--- src/rtl/ldm_sequencer.sv ---
// ---------------------------------------------------------------------------
// ldm_sequencer
//
// Purpose: sequences an ARM-style load-multiple (LDMIA / LDMDB). It turns the
// decoder's 16-bit register list into one memory read per listed register,
// writes each returned word to the register file on the following cycle, and
// optionally writes the updated base back to Rn at the end.
//
// Ports:
//   clk         in   1   clock, rising edge
//   rst_n       in   1   asynchronous active-low reset
//   start       in   1   one-cycle request, honoured only in IDLE
//   base_val    in  32   current value of base register Rn
//   ra          in   4   base register index
//   reg_mask    in  16   register list, bit i set = load Ri
//   wback       in   1   base writeback requested
//   dec_before  in   1   1 = decrement before (DB), 0 = increment after (IA)
//   mem_req     out  1   memory read request
//   mem_addr    out 32   address of the current beat
//   mem_rdy     in   1   memory accept, mem_rdata valid in the same cycle
//   mem_rdata   in  32   read data
//   rf_we       out  1   register-file write enable (registered)
//   rf_waddr    out  4   register-file write index (registered)
//   rf_wdata    out 32   register-file write data (registered)
//   busy        out  1   high in every state except IDLE
//   done        out  1   one-cycle completion pulse
//   err         out  1   one-cycle pulse for an empty register list
// ---------------------------------------------------------------------------
module ldm_sequencer #(
  parameter int WORD_BYTES = 4
) (
  input  logic        clk,
  input  logic        rst_n,
  input  logic        start,
  input  logic [31:0] base_val,
  input  logic [3:0]  ra,
  input  logic [15:0] reg_mask,
  input  logic        wback,
  input  logic        dec_before,
  output logic        mem_req,
  output logic [31:0] mem_addr,
  input  logic        mem_rdy,
  input  logic [31:0] mem_rdata,
  output logic        rf_we,
  output logic [3:0]  rf_waddr,
  output logic [31:0] rf_wdata,
  output logic        busy,
  output logic        done,
  output logic        err
);

  localparam logic [31:0] STEP = 32'(WORD_BYTES);

  typedef enum logic [1:0] {
    S_IDLE = 2'd0,
    S_LOAD = 2'd1,
    S_WB   = 2'd2,
    S_DONE = 2'd3
  } state_t;

  // Number of registers in the list (0..16).
  function automatic logic [4:0] popcount16(input logic [15:0] m);
    logic [4:0] c;
    c = '0;
    for (int i = 0; i < 16; i++) begin
      c = c + {4'd0, m[i]};
    end
    return c;
  endfunction

  // Index of the lowest set bit; the list is loaded in ascending order.
  function automatic logic [3:0] lowest_idx(input logic [15:0] m);
    logic [3:0] idx;
    idx = '0;
    for (int i = 15; i >= 0; i--) begin
      if (m[i]) idx = 4'(i);
    end
    return idx;
  endfunction

  state_t      state_q, state_d;
  logic [15:0] rem_q, rem_d;          // registers still to be loaded
  logic [3:0]  ra_q, ra_d;
  logic        wback_q, wback_d;
  logic        base_in_list_q, base_in_list_d;
  logic [31:0] addr_q, addr_d;
  logic [31:0] wbval_q, wbval_d;
  logic        err_q, err_d;
  logic        rf_we_q, rf_we_d;
  logic [3:0]  rf_waddr_q, rf_waddr_d;
  logic [31:0] rf_wdata_q, rf_wdata_d;

  logic [4:0]  cnt;
  logic [31:0] span;
  logic [31:0] start_addr;
  logic [31:0] wb_val;
  logic [15:0] rem_next;

  // Address arithmetic for a new request, evaluated on the live decoder
  // inputs and captured only when the request is accepted in IDLE.
  always_comb begin
    cnt        = popcount16(reg_mask);
    span       = 32'(cnt) * STEP;
    start_addr = dec_before ? (base_val - span) : base_val;
    wb_val     = dec_before ? (base_val - span) : (base_val + span);
  end

  // Clearing the lowest set bit retires the register being accepted.
  assign rem_next = rem_q & (rem_q - 16'd1);

  always_comb begin
    state_d        = state_q;
    rem_d          = rem_q;
    ra_d           = ra_q;
    wback_d        = wback_q;
    base_in_list_d = base_in_list_q;
    addr_d         = addr_q;
    wbval_d        = wbval_q;
    err_d          = err_q;
    rf_we_d        = 1'b0;
    rf_waddr_d     = '0;
    rf_wdata_d     = '0;

    unique case (state_q)
      S_IDLE: begin
        if (start) begin
          if (reg_mask != 16'd0) begin
            rem_d          = reg_mask;
            ra_d           = ra;
            wback_d        = wback;
            base_in_list_d = reg_mask[ra];
            addr_d         = start_addr;
            wbval_d        = wb_val;
            err_d          = 1'b0;
            state_d        = S_LOAD;
          end else begin
            // Empty list: report and finish without touching memory or
            // the register file (wback cleared so DONE writes nothing).
            wback_d = 1'b0;
            err_d   = 1'b1;
            state_d = S_DONE;
          end
        end
      end

      S_LOAD: begin
        if (mem_rdy) begin
          rf_we_d    = 1'b1;
          rf_waddr_d = lowest_idx(rem_q);
          rf_wdata_d = mem_rdata;
          rem_d      = rem_next;
          addr_d     = addr_q + STEP;
          if (rem_next == 16'd0) state_d = S_WB;
        end
      end

      S_WB: begin
        // Writeback is registered here so it appears in DONE, one cycle
        // after the last data write; the two never share a cycle. A base
        // that was itself in the list keeps its loaded value.
        if (wback_q && !base_in_list_q) begin
          rf_we_d    = 1'b1;
          rf_waddr_d = ra_q;
          rf_wdata_d = wbval_q;
        end
        state_d = S_DONE;
      end

      S_DONE: begin
        err_d   = 1'b0;
        wback_d = 1'b0;
        state_d = S_IDLE;
      end

      default: state_d = S_IDLE;
    endcase
  end

  always_ff @(posedge clk or negedge rst_n) begin
    if (!rst_n) begin
      state_q        <= S_IDLE;
      rem_q          <= '0;
      ra_q           <= '0;
      wback_q        <= 1'b0;
      base_in_list_q <= 1'b0;
      addr_q         <= '0;
      wbval_q        <= '0;
      err_q          <= 1'b0;
      rf_we_q        <= 1'b0;
      rf_waddr_q     <= '0;
      rf_wdata_q     <= '0;
    end else begin
      state_q        <= state_d;
      rem_q          <= rem_d;
      ra_q           <= ra_d;
      wback_q        <= wback_d;
      base_in_list_q <= base_in_list_d;
      addr_q         <= addr_d;
      wbval_q        <= wbval_d;
      err_q          <= err_d;
      rf_we_q        <= rf_we_d;
      rf_waddr_q     <= rf_waddr_d;
      rf_wdata_q     <= rf_wdata_d;
    end
  end

  assign mem_req  = (state_q == S_LOAD);
  assign mem_addr = mem_req ? addr_q : 32'd0;
  assign busy     = (state_q != S_IDLE);
  assign done     = (state_q == S_DONE);
  assign err      = done && err_q;
  assign rf_we    = rf_we_q;
  assign rf_waddr = rf_waddr_q;
  assign rf_wdata = rf_wdata_q;

endmodule
--- config.mk ---
export PLATFORM = sky130hd
export DESIGN_NAME = ldm_sequencer
export DESIGN_NICKNAME = d
export VERILOG_FILES = /design/src/rtl/ldm_sequencer.sv
export SDC_FILE = /design/constraint.sdc
export NUM_CORES = 1
export LEC_CHECK = 0
export BUFFER_PORTS_ARGS = -buffer_cell sky130_fd_sc_hd__buf_2
export CORE_ASPECT_RATIO = 0.7
export CORE_MARGIN = 8
export CORE_UTILIZATION = 61
export CTS_CLUSTER_DIAMETER = 30
export CTS_CLUSTER_SIZE = 12
export DETAILED_ROUTE_END_ITERATION = 6
export PLACE_DENSITY = 0.87
export SLEW_MARGIN = 20
export SYNTH_ARGS = -nofsm -noshare
export SYNTH_HDL_FRONTEND = slang
export SYNTH_SLANG_ARGS = --single-unit
--- constraint.sdc ---
create_clock -name clk -period 3.6 [get_ports clk]
set_input_delay 0.18 -clock clk [delete_from_list [all_inputs] [get_ports clk]]
set_output_delay 0.18 -clock clk [all_outputs]
set_load 0.03 [all_outputs]
# Yosys cells after proc, flatten, opt, wreduce, memory -nomap -nowiden
# Index checks and enable logic that the tools add are counted.
classes:
  n_lt_le_gt_ge: 1
  n_bitwise: 1
  n_mux: 49
  addsub: 19
  n_eq_ne: 7
  n_reduce_logical: 13
ops:
  columns: ["operator", "n"]
  rows:
  - ["$mux W32", 8]
  - ["$pmux W32 S2", 2]
  - ["$mux W4", 18]
  - ["$add A5 B1 Y5", 11]
  - ["$mux W16", 3]
  - ["$add A32 B3 Y32 const B", 1]
  - ["$add A32 B7 Y32", 1]
  - ["$pmux W16 S2", 1]
  - ["$sub A32 B7 Y32", 1]
  - ["$and A16 B16 Y16", 1]
  - ["$logic_not A16 Y1", 1]
  - ["$reduce_bool A16 Y1", 1]
  - ["$sub A16 B1 Y16 const B", 1]
  - ["$mux W2", 4]
  - ["$pmux W2 S4", 1]
  - ["$pmux W4 S2", 1]
  - ["$mux W1", 7]
  - ["$pmux W1 S2", 3]
  - ["$reduce_and A3 Y1", 2]
  - ["$reduce_bool A2 Y1", 3]
  - ["$add A4 B1 Y5", 1]
  - ["$lt A4 B5 Y1 const B", 1]
  - ["$add A3 B1 Y4", 1]
  - ["$bmux W1 S4", 1]
  - ["11 further kinds", 15]
word_totals:
  regBits: 126
  output_inout_bits: 73
  elab_cells: 101
  in_bits: 90

# Longest topological paths before layout
depth:
  depth_word: 20
  mapped_depth: 21
  ltp_nobuf: 20

# Worst setup path before layout
# OpenSTA, ideal clock, no wires.
synth_timing:
  path_type: "input -> register"
  startpoint: "input reg_mask[0]"
  endpoint: "register wbval_q[13]"
  slack_ns: -1.452
  cell_stages: 18
  setup_time_ns: 0.133
  arrival_time_ns: 4.919
  path_cell_list: "inv_1 -> fa_1 -> fa_1 -> fa_1 -> fa_1 -> inv_1 -> ha_1 -> fa_1 -> xor2_1 -> ha_1 -> clkbuf_1 -> nor2b_1 -> a2111oi_0 -> clkbuf_1 -> a2111o_1 -> a21boi_0 -> xor2_1 -> o21ai_0"
synth_via:
  elab_chain_len: 17
  word_cells_on_any_way: 20
  classes_between: "add/sub (17); mux (1); reduce/logical (2)"
synth_rtl:
  columns: ["element", "line", "rtl"]
  rows:
  - ["start, declared", "37", "input logic [15:0] reg_mask,"]
  - ["$add A1 B1 Y2", "66", "c = c + {4'd0, m[i]};"]
  - ["$add A2 B1 Y3", "66", null]
  - ["$add A3 B1 Y4", "66", null]
  - ["$add A4 B1 Y5", "66", null]
  - ["$add A5 B1 Y5 (11 in series)", "66", null]
  - ["$add A32 B7 Y32 / $sub A32 B7 Y32 (equally long branches)", "105", "wb_val = dec_before ? (base_val - span) : (base_val + span);"]
  - ["$mux W32", "105", null]
  - ["end signal, assigned", "199", "wbval_q <= wbval_d;"]
  - ["end, declared", "87", "logic [31:0] wbval_q, wbval_d;"]
# Parallel ways exist; a longest one is shown, timed or not.
# A chain may end at the register's enable or synchronous reset.

# Worst setup path in the final report
layout_timing:
  startpoint: "input reg_mask[11]"
  endpoint: "register wbval_q[22]"
layout_via:
  elab_chain_len: 7
  word_cells_on_any_way: 10
  classes_between: "add/sub (7); mux (1); reduce/logical (2)"
layout_rtl:
  columns: ["element", "line"]
  rows:
  - ["$add A5 B1 Y5 (5 in series)", "66"]
  - ["$add A32 B7 Y32 / $sub A32 B7 Y32 (equally long branches)", "105"]
  - ["$mux W32", "105"]
# Parallel ways exist; a longest one is shown, timed or not.

==> out/results.ini <==
[timing]
finalCritPeriodShare = 1.32
hold_viol = 0
rsz0062_at_grt = yes
final_max_slew_viol_count = 0
worst_slack_ns = -1.14
skew_ns = 0.0117
fmax_ghz = 0.211
finalSetupTns_ns = -54.66
worst_pin_slew_ns = 1.09
slew_headroom = 0.270
min_period_ns = 4.74
setup_viol = 58

[finish]
regArea_um2 = 3150
n_antenna_cell = 0
layout-drive-gt1-share = 0.368
fin_area_um2 = 11700
nNetsFinal = 1301
fillers = 751
multi_input_comb_area_um2 = 5710
area_growth_pct = 38.3
stdcell_count = 1380

[place]
place_congestion = 0.978
numPlacedInstances = 1325
post-dp-hpwl_um = 19800
port_buffers = 162
dpl_cell_area_um2 = 10100

[critical_path]
worst_setup_path_end_kind = flip-flop
crit_type = in2reg
setup.worst_path.start_class = input port
worst_ep_arrival_time_ns = 5.05
cp.required_ns = 3.91
cp_max_fo = 5

[power]
ir_worst_vdd_v = 0.000805
powerDensity_nw_per_um2 = 996
cellLeakagePower_nw = 5.24
power_w = 0.0116

[floorplan]
die_y_um = 114
dieArea_um2 = 17900
start_util = 0.616
die_w_um = 157
rows = 36
ios = 163
design.core.area_um2 = 13700

[clock_network]
ctsLongestPathBuffers = 2
root_buffer = clkbuf_16
cts_made_buffers = 17
cts.sinks = 126
clock_latency_ns = 0.43
htreeDepth = 4
clk_pin_slew_ns = 0.07
cts_tree = built

[yosys]
synth.distinct_cells = 58
yosysTopAreaCellShare = 0.374
synth_edf_count = 0
ys_async_sr_fraction = 1.00
syn_nets = 1084
ys_top_cells_by_count = dfrtp_1 (126), nand2_1 (81), o21ai_0 (75)
ys_seq_area_frac = 0.374
synth_warnings = 0
syn-mean-instance-area_um2 = 8.78
post-synth-top-count-cell = dfrtp_1
syn_area_um2 = 8430
synth_top_cell_by_area = dfrtp_1
syn_inst = 960
ys_ff_latch = 126
synth.area.top_cells = dfrtp_1 (37%), o21ai_0 (4.5%), nand2_1 (3.6%)
synthFlopType = dfrtp_1

[global_routing]
grt_overflow = 0
grt_pass1_wl_um = 45600
grt_pass1_vias = 8362
grt_usage = 0.326
antenna_found_initial = 0
grt_max_degree = 81

[routing]
route.detailed.drc = 0
drt_iter0_drc = 1133
route.vias.total = 8979
wl_per_cell_um = 22.9
wirelength_um = 31600
postRouteAntennaNets = 0
vias_per_cell = 6.51
first_pass_iters = 6

[hold_path]
hold_path.class = in2reg

[flow_run]
maxCapViolations = 0

[run_status]
status = finished, violations left
violations = negative setup slack

logic make-up (layout without fill, tap and decap cells):
family | count (synthesis) | after routing | synth area share
adder cells (fa/ha/maj) | 36 | 36 | 0.0635
AO/OA/AOI/OAI | 248 | 248 | 0.192
AND/OR/NAND/NOR | 358 | 358 | 0.227
buffers and inverters | 114 | 344 | 0.0507
multiplexers | 22 | 22 | 0.0349
XOR/XNOR | 56 | 56 | 0.0582
flip-flops | 126 | 126 | 0.374
registers in the layout, summed over array words and instances, names as in the netlist, 2 cells and up:
| signal | cells |
|---|---|
| state_q | 2 |
| rf_wdata | 32 |
| ra_q | 4 |
| wbval_q | 32 |
| rf_waddr | 4 |
| addr_q | 32 |
| rem_q | 16 |
final timing paths:
check / from / to / slack (ns) / cells past startpoint
max reg2reg: state_q[1] / addr_q[17] / 0.80 / 10
min in group asynchronous: rst_n / rem_q[13] / 0.34 / 2
min reg2reg: wbval_q[21] / wbval_q[21] / 0.48 / 2
max in group asynchronous: rst_n / rf_wdata[16] / 2.53 / 3
max: reg_mask[11] / wbval_q[22] / -1.14 / 18
min: ra[3] / ra_q[3] / 0.02 / 2
cell usage in the layout, fill, tap and decap left out, types with 9 or more instances in the layout:
cell type	Yosys	final
buf_2	0	154
nand2_1	81	78
nor4_1	18	9
o221a_2	9	9
o21ai_1	0	16
nand4_1	12	12
ha_1	22	12
a21oi_1	43	33
inv_2	0	9
nor3_1	24	18
xor2_1	30	24
buf_4	0	69
buf_6	0	29
dfrtp_1	126	126
nor4_4	2	11
inv_1	51	37
nor2_1	63	56
o21ai_0	75	56
nor2b_1	36	35
xnor2_2	0	9
clkbuf_16	0	17
and3_1	14	13
and2_1	39	38
xnor2_1	26	16
a22oi_1	33	33
o22ai_1	16	14
a21o_1	10	10
nand3_1	26	22
cell type report:
type / count / area share
inverters: 51 / 0.0179
clock buffers: 18 / 0.0368
flip-flops and latches: 126 / 0.270
repair buffers: 261 / 0.151
multi-input cells: 720 / 0.489
well taps: 190 / 0.0204
clock inverters: 14 / 0.0136
routing by layer:
metal / share of wire / global-route usage / vias up
met5: 0 / 0 / -
met4: 0.033 / 0.103 / 0
met3: 0.11 / 0.0935 / 120
met2: 0.45 / 0.487 / 634
met1: 0.40 / 0.451 / 4356
li1: - / - / 3869
critical path, stage by stage:
cell     delay (ns)
buf_6          0.08
inv_4          0.03
fa_1           0.50
fa_1           0.57
fa_2           0.47
fa_1           0.53
inv_2          0.06
ha_4           0.17
fa_2           0.43
xor2_4         0.26
ha_4           0.27
buf_6          0.14
a211o_1        0.33
a21oi_4        0.28
nor3_1         0.12
a41oi_2        0.22
nor3_1         0.09
a221o_1        0.29
report_power, final:
part,switching [W],internal (W),total (W)
Clock,0.000732,0.00103,0.00177
Combinational,0.00411,0.00307,0.00718
Sequential,0.000665,0.00200,0.00267
stage by stage:
stage	worst slack, ns	hold slack (ns)	utilization
floorplan	-1.01	-0.116	-
global placement	-1.51	0.397	0.734
detailed placement	-1.48	0.396	0.734
CTS	-0.854	0.0320	0.816
global route	-1.23	0.0300	0.852
finish	-1.14	0.0198	0.852
repair_timing:
item / CTS / global route
endpoints found under the setup margin: 58 / 58
hold endpoints to repair: 3 / 0
gates resized for setup: 89 / 75
pin swaps: 42 / 48
gates cloned: 0 / 0
hold buffers: 2 / 0
buffers inserted: 11 / 14
(Power assumes the default switching activity.)
